--- config.mk ---
export PLATFORM = sky130hd
export DESIGN_NAME = rv_scoreboard
export DESIGN_NICKNAME = d
export VERILOG_FILES = /design/src/rtl/rv_core_pkg.sv /design/src/rtl/sb_fu_slot.sv /design/src/rtl/rv_scoreboard.sv
export SDC_FILE = /design/constraint.sdc
export NUM_CORES = 1
export LEC_CHECK = 0
export ABC_CLOCK_PERIOD_IN_PS = 6200
export CORE_MARGIN = 4
export CORE_UTILIZATION = 50
export CTS_CLUSTER_SIZE = 25
export DETAILED_ROUTE_END_ITERATION = 8
export PLACE_DENSITY_LB_ADDON = 0.3
export SLEW_MARGIN = 20
export SYNTH_ARGS = -nofsm -noshare
export SYNTH_HDL_FRONTEND = slang
export SYNTH_SLANG_ARGS = --single-unit
export TNS_END_PERCENT = 30
--- constraint.sdc ---
create_clock -name i_clk -period 6.2 [get_ports i_clk]
set_clock_uncertainty 0.1 [all_clocks]
set_input_delay 1.55 -clock i_clk [delete_from_list [all_inputs] [get_ports i_clk]]
set_output_delay 1.55 -clock i_clk [all_outputs]
set_load 0.05 [all_outputs]
--- src/rtl/rv_core_pkg.sv ---
// Shared core types for the register-hazard scoreboard: register/FU index
// widths and the functional-unit enumeration.
package rv_core_pkg;

  localparam int NUM_REGS = 32;
  localparam int REG_AW   = $clog2(NUM_REGS);
  localparam int NUM_FU   = 4;
  localparam int FU_W     = $clog2(NUM_FU);

  typedef logic [FU_W-1:0]   fu_idx_t;
  typedef logic [REG_AW-1:0] reg_idx_t;

  typedef enum logic [FU_W-1:0] {
    FU_ALU = 2'd0,
    FU_LSU = 2'd1,
    FU_MUL = 2'd2,
    FU_DIV = 2'd3
  } fu_e;

endpackage

--- src/rtl/sb_fu_slot.sv ---
// One functional-unit slot: remembers whether the FU holds an instruction,
// which register it will write, and whether it writes at all.
module sb_fu_slot
  import rv_core_pkg::*;
(
  input  logic     i_clk,
  input  logic     i_rst_n,
  input  logic     i_flush,
  input  logic     i_set,
  input  reg_idx_t i_set_rd,
  input  logic     i_set_wr,
  input  logic     i_wb,
  output logic     o_busy,
  output reg_idx_t o_dst,
  output logic     o_wr
);

  logic     r_busy;
  reg_idx_t r_dst;
  logic     r_wr;

  // A new issue into this slot may coincide with its own writeback; the issue wins.
  // NOTE: sequential state uses non-blocking assignments so every flop samples pre-edge values.
  always_ff @(posedge i_clk) begin
    if (!i_rst_n) begin
      r_busy <= 1'b0;
      r_dst  <= '0;
      r_wr   <= 1'b0;
    end else if (i_flush) begin
      r_busy <= 1'b0;
    end else if (i_set) begin
      r_busy <= 1'b1;
      r_dst  <= i_set_rd;
      r_wr   <= i_set_wr;
    end else if (i_wb) begin
      r_busy <= 1'b0;
    end
  end

  assign o_busy = r_busy;
  assign o_dst  = r_dst;
  assign o_wr   = r_wr;

endmodule

--- src/rtl/rv_scoreboard.sv ---
// Register-hazard scoreboard: tracks pending destinations of in-flight
// instructions, gates issue on RAW/WAW/structural hazards, flags bypasses.
module rv_scoreboard
  import rv_core_pkg::*;
(
  input  logic                i_clk,
  input  logic                i_rst_n,
  input  logic                i_flush,
  input  logic                i_issue_vld,
  output logic                o_issue_rdy,
  input  fu_idx_t             i_issue_fu,
  input  reg_idx_t            i_issue_rd,
  input  logic                i_issue_rd_wren,
  input  reg_idx_t            i_issue_rs1,
  input  logic                i_issue_rs1_en,
  input  reg_idx_t            i_issue_rs2,
  input  logic                i_issue_rs2_en,
  input  logic [NUM_FU-1:0]   i_wb_vld,
  output logic [NUM_FU-1:0]   o_fu_busy,
  output logic [NUM_REGS-1:0] o_reg_pend,
  output logic                o_rs1_byp,
  output fu_idx_t             o_rs1_byp_fu,
  output logic                o_rs2_byp,
  output fu_idx_t             o_rs2_byp_fu
);

  logic [NUM_FU-1:0]   w_busy;
  logic [NUM_FU-1:0]   w_wr;
  logic [NUM_FU-1:0]   w_set;
  logic [NUM_FU-1:0]   w_wb_fire;
  reg_idx_t            w_dst [NUM_FU];
  logic [NUM_REGS-1:0] r_pend;
  fu_idx_t             r_owner [NUM_REGS];
  logic [NUM_REGS-1:0] w_eff_pend;
  logic [NUM_REGS-1:0] w_clr;
  logic                w_issue_wr;
  logic                w_accept;
  logic                w_rs1_hit;
  logic                w_rs2_hit;

  // A writeback only counts when the FU actually holds an instruction.
  assign w_wb_fire  = i_wb_vld & w_busy;
  assign w_issue_wr = i_issue_rd_wren & (i_issue_rd != '0);
  assign w_accept   = i_issue_vld & o_issue_rdy;

  for (genvar k = 0; k < NUM_FU; k++) begin : g_slot
    assign w_set[k] = w_accept & (i_issue_fu == fu_idx_t'(k));

    sb_fu_slot u_slot (
      .i_clk    (i_clk),
      .i_rst_n  (i_rst_n),
      .i_flush  (i_flush),
      .i_set    (w_set[k]),
      .i_set_rd (i_issue_rd),
      .i_set_wr (w_issue_wr),
      .i_wb     (w_wb_fire[k]),
      .o_busy   (w_busy[k]),
      .o_dst    (w_dst[k]),
      .o_wr     (w_wr[k])
    );
  end

  // Only the current owner's writeback releases a register; older writers were overtaken.
  // NOTE: defaults first in always_comb so no path leaves a signal unassigned (no latch).
  always_comb begin
    w_eff_pend = '0;
    w_clr      = '0;
    for (int r = 1; r < NUM_REGS; r++) begin
      w_eff_pend[r] = r_pend[r] & ~w_wb_fire[r_owner[r]];
      w_clr[r]      = w_wb_fire[r_owner[r]] & w_wr[r_owner[r]]
                    & (w_dst[r_owner[r]] == reg_idx_t'(r));
    end
  end

  assign o_issue_rdy = ~i_flush
                     & ~(w_busy[i_issue_fu] & ~i_wb_vld[i_issue_fu])
                     & ~(i_issue_rs1_en & w_eff_pend[i_issue_rs1])
                     & ~(i_issue_rs2_en & w_eff_pend[i_issue_rs2])
                     & ~(w_issue_wr & w_eff_pend[i_issue_rd]);

  assign w_rs1_hit = i_issue_rs1_en & (i_issue_rs1 != '0) & r_pend[i_issue_rs1]
                   & w_wb_fire[r_owner[i_issue_rs1]];
  assign w_rs2_hit = i_issue_rs2_en & (i_issue_rs2 != '0) & r_pend[i_issue_rs2]
                   & w_wb_fire[r_owner[i_issue_rs2]];

  assign o_rs1_byp    = w_rs1_hit;
  assign o_rs1_byp_fu = w_rs1_hit ? r_owner[i_issue_rs1] : '0;
  assign o_rs2_byp    = w_rs2_hit;
  assign o_rs2_byp_fu = w_rs2_hit ? r_owner[i_issue_rs2] : '0;

  // NOTE: the owner table is reset explicitly so bypass indices are defined from the first cycle.
  always_ff @(posedge i_clk) begin
    if (!i_rst_n) begin
      r_pend <= '0;
      for (int r = 0; r < NUM_REGS; r++) r_owner[r] <= '0;
    end else if (i_flush) begin
      r_pend <= '0;
    end else begin
      for (int r = 1; r < NUM_REGS; r++) begin
        if (w_accept && w_issue_wr && (i_issue_rd == reg_idx_t'(r))) begin
          r_pend[r]  <= 1'b1;
          r_owner[r] <= i_issue_fu;
        end else if (w_clr[r]) begin
          r_pend[r] <= 1'b0;
        end
      end
    end
  end

  assign o_fu_busy  = w_busy;
  assign o_reg_pend = {r_pend[NUM_REGS-1:1], 1'b0};

endmodule
* Word-level counts from Yosys, hierarchy flattened
Memories as Yosys holds them, arrays and structs flattened.
Index checks and enable logic that the tools add are counted.
** Cells by class
- Order comparisons :: 68
- Equal/unequal tests :: 65
- Mux-type cells :: 463
- Bitwise logic cells :: 214
- Reductions and logical operators :: 76
** Operators by type and width (count)
- 5-bit binary-select mux with 2-bit select :: 31
- 5-bit 2-to-1 mux :: 62
- 1-bit 2-to-1 mux :: 266
- 5-bit == test (second input constant) :: 32
- 1-bit binary-select mux with 2-bit select :: 66
- 1-bit bitwise AND :: 113
- 2-bit by 3-bit less-than comparator with 1-bit output (second input constant) :: 34
- 3-bit greater-or-equal comparator (second input constant) :: 31
- 2-bit NOT with 3-bit output :: 31
- 5-bit by 4-bit == test with 1-bit output (second input constant) :: 16
- 2-bit nonzero test :: 35
- 2-bit 2-to-1 mux :: 33
- 5-bit by 3-bit == test with 1-bit output (second input constant) :: 8
- 1-bit NOT :: 38
- 1-bit logical AND :: 32
- 1-bit bitwise OR :: 31
- 1-bit binary-select mux with 5-bit select :: 5
- 5-bit by 2-bit == test with 1-bit output (second input constant) :: 4
- 5-bit by 6-bit less-than comparator with 1-bit output (second input constant) :: 3
- 5-bit nonzero test :: 3
- 5-bit by 1-bit == test with 1-bit output (second input constant) :: 2
- 2-bit AND reduction :: 4
- 4-bit bitwise AND :: 1
- 2-bit == test (second input constant) :: 2
- other kinds (3) :: 3
** Word-level totals
- Flip-flop bits (word level) :: 59
- Memory bits (writable) :: 64
- Bits of input ports :: 28
- Output and inout bits :: 43
- Logic and storage cells :: 930
- Memories :: 1
** Memory list
- r_owner :: depth 32, bits a word 2, read ports 33, clocked after Yosys merged registers in 0, wr ports 32, line rv_scoreboard.sv:33 : fu_idx_t r_owner [NUM_REGS];

* Depth between registers and ports, before layout
- Depth after elaboration :: 20
- Depth in mapped cells :: 14
- Depth with buffers taken out :: 9

* Hierarchy
Synthesis repeated with hierarchy kept, for this count alone.
** Unflattened totals
- Cell total of the unflattened synthesis :: 1120
- Area, all modules :: 10266.1 µm²
** By module, submodules not included
- rv_scoreboard :: times used 1, cells an instance 996, area each 9075.0 µm², seq. area each 2482.4 µm²
- sb_fu_slot :: times used 4, cells an instance 31, area each 297.8 µm², seq. area each 140.1 µm²

* Worst setup path after synthesis
OpenSTA, ideal clock, no wires.
- Kind :: input to output
- Start :: in i_issue_rs1[0]
- End :: out o_rs1_byp_fu[0]
- Data arrival time :: 4.993 ns
- Data required time :: 4.550 ns
- Path slack :: -0.443 ns
- Stages :: 9
- Path buffers :: 2
- Cells stage by stage :: clkbuf_1 buf_1 mux4_2 mux4_2 mux2i_1 nand2_1 o211ai_1 o21ai_0 nor3_1
** Between the ends
- Longest elaborated chain between the ends :: 5
- Elaborated cells on any way between the ends :: 10
- Classes of those cells :: mux: 5; bitwise: 3; reduce/logical: 1; memory: 1
** Ends and longest elaborated chain
- start, declared :: line rv_scoreboard.sv:14 : input reg_idx_t i_issue_rs1,
- memory 32 x 2 bit (tied with other cells)
- 1-bit binary-select mux with 2-bit select (tied with other cells) :: line rv_scoreboard.sv:82 : & w_wb_fire[r_owner[i_issue_rs1]];
- 1-bit 2-to-1 mux (implied by the code) or 1-bit bitwise AND (tied branches) :: line rv_scoreboard.sv:82, rv_scoreboard.sv:81
- 1-bit bitwise AND :: line rv_scoreboard.sv:82
- 2-bit 2-to-1 mux (*) :: line rv_scoreboard.sv:87 : assign o_rs1_byp_fu = w_rs1_hit ? r_owner[i_issue_rs1] : '0;
- end, declared :: line rv_scoreboard.sv:22 : output fu_idx_t o_rs1_byp_fu,
Every way passes the cells marked *; elsewhere a longest branch is shown, timed or not. The select of a mux whose other input is x is not followed.

* Worst setup path after layout
- Start :: in i_wb_vld[1]
- End :: out o_issue_rdy
** Between the ends
- Longest elaborated chain between the ends :: 12
- Elaborated cells on any way between the ends :: 146
- Classes of those cells :: mux: 70; bitwise: 76
** Ends and longest elaborated chain
- start, declared :: line rv_scoreboard.sv:18 : input logic [NUM_FU-1:0] i_wb_vld,
- 4-bit bitwise AND :: line rv_scoreboard.sv:42 : assign w_wb_fire = i_wb_vld & w_busy;
- 1-bit binary-select mux with 2-bit select :: line rv_scoreboard.sv:69 : w_eff_pend[r] = r_pend[r] & ~w_wb_fire[r_owner[r]];
- 1-bit 2-to-1 mux (implied by the code) :: line rv_scoreboard.sv:69
- 1-bit NOT :: line rv_scoreboard.sv:69
- 1-bit bitwise AND :: line rv_scoreboard.sv:69
- 1-bit binary-select mux with 5-bit select :: line rv_scoreboard.sv:77 : & ~(i_issue_rs1_en & w_eff_pend[i_issue_rs1])
- 1-bit 2-to-1 mux (implied by the code) :: line rv_scoreboard.sv:77
- 1-bit bitwise AND :: line rv_scoreboard.sv:77
- 1-bit NOT :: line rv_scoreboard.sv:77
- 1-bit bitwise AND :: line rv_scoreboard.sv:77
- 1-bit bitwise AND :: line rv_scoreboard.sv:78 : & ~(i_issue_rs2_en & w_eff_pend[i_issue_rs2])
- 1-bit bitwise AND (*) :: line rv_scoreboard.sv:79 : & ~(w_issue_wr & w_eff_pend[i_issue_rd]);
- end, declared :: line rv_scoreboard.sv:10 : output logic o_issue_rdy,
Marks and branches as above.

==> flow_metrics.py <==
metrics = {
    "outcome": {
        "outcome": "complete, no violations",
    },
    "clock_network": {
        "clockBufferDepth": 2,
        "cts_tree": "done",
        "cts.sinks": 121,
        "cts-htree-levels": 4,
        "cts-root-buf": "clkbuf_16",
        "path_clk_slew_ns": 0.06,
        "clkLatencyLatePin_ns": 0.42,
        "numCtsBuffers": 17,
    },
    "synthesis": {
        "syn_area_sq_um": 10490,
        "synth_top_area_share_pct": 17.74,
        "avgSynthCellArea_sq_um": 8.841,
        "ys_types": 79,
        "synth-edff-count": 62,
        "syn_nets": 1215,
        "synthTopCellsByCount": "nand2_1, nor3_1, clkbuf_1",
        "synthMostInstantiatedCell": "nand2_1",
        "synth_area_leaders": "edfxtp_1, mux4_2, dfxtp_1",
        "synth_warnings": 0,
        "yosys_most_used_dff": "edfxtp_1",
        "ys_ff_latch": 121,
        "async_flop_share_pct": 0,
        "yosys.area.top_type": "edfxtp_1",
        "syn_inst": 1187,
        "synth_seq_area_share_pct": 29.00,
    },
    "global_route": {
        "grt-ovfl-total": 0,
        "grt_max_degree": 66,
        "grt_pass1_vias": 11002,
        "grtUsageTotal_pct": 42.46,
        "grt_antenna_before_repair": 1,
        "grt_pass1_wl_mm": 74.38,
    },
    "layout": {
        "drive_above_1_share_pct": 21.96,
        "diodes": 0,
        "syn_to_final_growth_pct": 20.73,
        "stdcell_area_sq_um": 12670,
        "finalNetCount": 1308,
    },
    "setup_path": {
        "end_kind": "output pin",
        "r2r-end": "r_owner[9][0]",
        "crit_path_max_fanout": 10,
        "crit_type": "in -> out",
        "critPathRequiredTime_ns": 4.55,
        "cp.arrival_ns": 4.49,
        "regToRegSetupSlack_ns": 1.49,
        "r2r_cells": 13,
        "r2r_start": "g_slot[1].u_slot.o_busy",
        "crit_path_start_kind": "input port",
    },
    "floorplanning": {
        "die_h_um": 152.9,
        "boundaryPins": 71,
        "die_width_um": 152.9,
        "coreArea_sq_um": 20430,
        "start_util_pct": 51.37,
        "rows": 52,
        "die_area_sq_um": 23370,
    },
    "routing": {
        "wl_met2_mm": 21.05,
        "wl_per_cell_um": 32.61,
        "dr.pass1.iters": 7,
        "met1Wirelength_mm": 18.25,
        "avgViaCountPerCell": 7.562,
        "drtIter0Drc": 2383,
        "drtAntennaViolNets": 0,
        "met3WireLength_mm": 8.114,
        "dr.max_layer_used": "met5",
        "vias": 11820,
        "wirelength_mm": 50.96,
        "drc": 0,
    },
    "timing": {
        "slew_violations": 0,
        "slew-limit-headroom_pct": 39.88,
        "rsz0062_at_grt": "yes",
        "hold_viol_final": 0,
        "tightest_slew_ns": 0.9018,
        "period_needed_ns": 6.135,
        "fin_setup_tns_ns": 0,
        "fin_crit_sh_pct": 98.96,
        "setup_viol_count_final": 0,
        "holdWs_ns": 0.4000,
        "fmax_ghz": 0.1630,
    },
    "placed_design": {
        "dpl_cell_area_sq_um": 12020,
        "gp_congestion": 1.078,
        "dp_hpwl_mm": 39.48,
        "io_buffers": 69,
    },
    "power_and_ir_drop": {
        "p_per_area_nw_per_um2": 183.8,
        "total_power_mw": 2.328,
        "p_leak_nw": 3.988,
        "ir_worst_vdd_v": 0.0002225,
    },
    "job": {
        "drv_cap": 0,
    },
    "min_path": {
        "hold_start": "g_slot[0].u_slot.o_dst[2]",
        "hold_path_class": "reg -> reg",
        "holdPathStages": 2,
        "holdPathEnd": "g_slot[0].u_slot.o_dst[2]",
    },
}
==> report_power, final <==
part / internal [mW] / switching, mW
Combinational: 0.151 / 0.232
Clock: 0.567 / 0.421
Sequential: 0.869 / 0.0877
Total: 1.59 / 0.741
==> layout make-up <==
| cell class | count | area [sq um] |
|---|---|---|
| clock inverter | 15 | 151.4 |
| sequential | 121 | 3043 |
| multi-input combinational | 918 | 6877 |
| clock buffer | 17 | 425.4 |
| inverter | 28 | 105.1 |
| timing repair buffer | 194 | 1730 |
| fill | 1816 | 7760 |
| tap | 270 | 337.8 |
==> worst max-delay path by stage <==
stage / startpoint / endpoint / slack [ns] / depth (start not counted)
finish: i_wb_vld[1] / o_issue_rdy / 0.06 / 13
CTS: i_wb_vld[0] / o_issue_rdy / 0.003 / 10
floorplan: i_issue_rs1[0] / o_rs1_byp / -0.1 / 9
global route: i_wb_vld[1] / o_issue_rdy / -0.02 / 13
detailed placement: i_wb_vld[1] / o_issue_rdy / -0.08 / 13
global placement: i_wb_vld[1] / o_issue_rdy / -0.09 / 13
==> sequential cells by signal (all words and copies together) (netlist names) <==
register / cells
g_slot.u_slot.o_busy: 4
g_slot.u_slot.o_dst: 20
g_slot.u_slot.o_wr: 4
r_owner: 62
r_pend: 31
==> repair_timing <==
item	4_1_cts	5_1_grt
resized for setup	7	9
pin swaps	1	2
hold buffers	0	0
buffers inserted	0	2
endpoints found under the setup margin	1	4
==> stage by stage <==
| step | instances | util (%) | worst slack, ns |
|---|---|---|---|
| 2_1_floorplan | 1187 | - | -0.09861 |
| 3_3_place_gp | 1529 | 58.83 | -0.09380 |
| 3_5_place_dp | 1529 | 58.83 | -0.07872 |
| 4_1_cts | 1561 | 61.75 | 0.002849 |
| 5_1_grt | 1563 | 62.02 | -0.02203 |
| 6_report | 1563 | 62.02 | 0.06467 |
==> critical path, stage by stage <==
cell	delay, ns
clkdlybuf4s50_1	0.50
buf_4	0.13
nand2_2	0.12
buf_6	0.23
mux4_2	0.49
and3_1	0.20
o32ai_1	0.28
o211ai_1	0.14
a211oi_2	0.27
o211ai_1	0.12
buf_4	0.19
inv_1	0.09
buf_6	0.16
==> cell families after synthesis <==
family | after synthesis | synth area share, %
and+or+nand+nor | 544 | 27.34
DFF | 121 | 29.00
other | 1 | 0.03574
AOI/OAI and AO/OA | 267 | 18.65
buffers and inverters | 148 | 6.128
muxes | 106 | 18.85
==> placed cells by master (no fill, tap or decap), types with 8 or more instances in the layout <==
master,count
and2_1,13
a21oi_1,19
nand4b_1,17
o211ai_1,18
edfxtp_1,62
nand3_1,53
o21ai_0,48
clkbuf_16,17
mux2i_1,30
o22ai_1,12
nand2_1,124
nand2b_1,28
or3_1,9
nor4_1,16
nor3_1,89
nor2b_1,21
o31ai_1,45
buf_12,10
a31oi_1,22
o32ai_1,9
inv_1,26
clkdlybuf4s50_1,58
and3_1,11
buf_4,119
inv_6,8
dfxtp_1,59
mux4_2,73
o311ai_0,16
nand4_1,39
nor2_1,73
==> metal layers <==
layer	track usage, %	up-vias
li1	-	4885
met1	57.86	5526
met2	60.86	1150
met3	12.95	257
met4	22.57	2
met5	0	-
(Power assumes the default switching activity.)
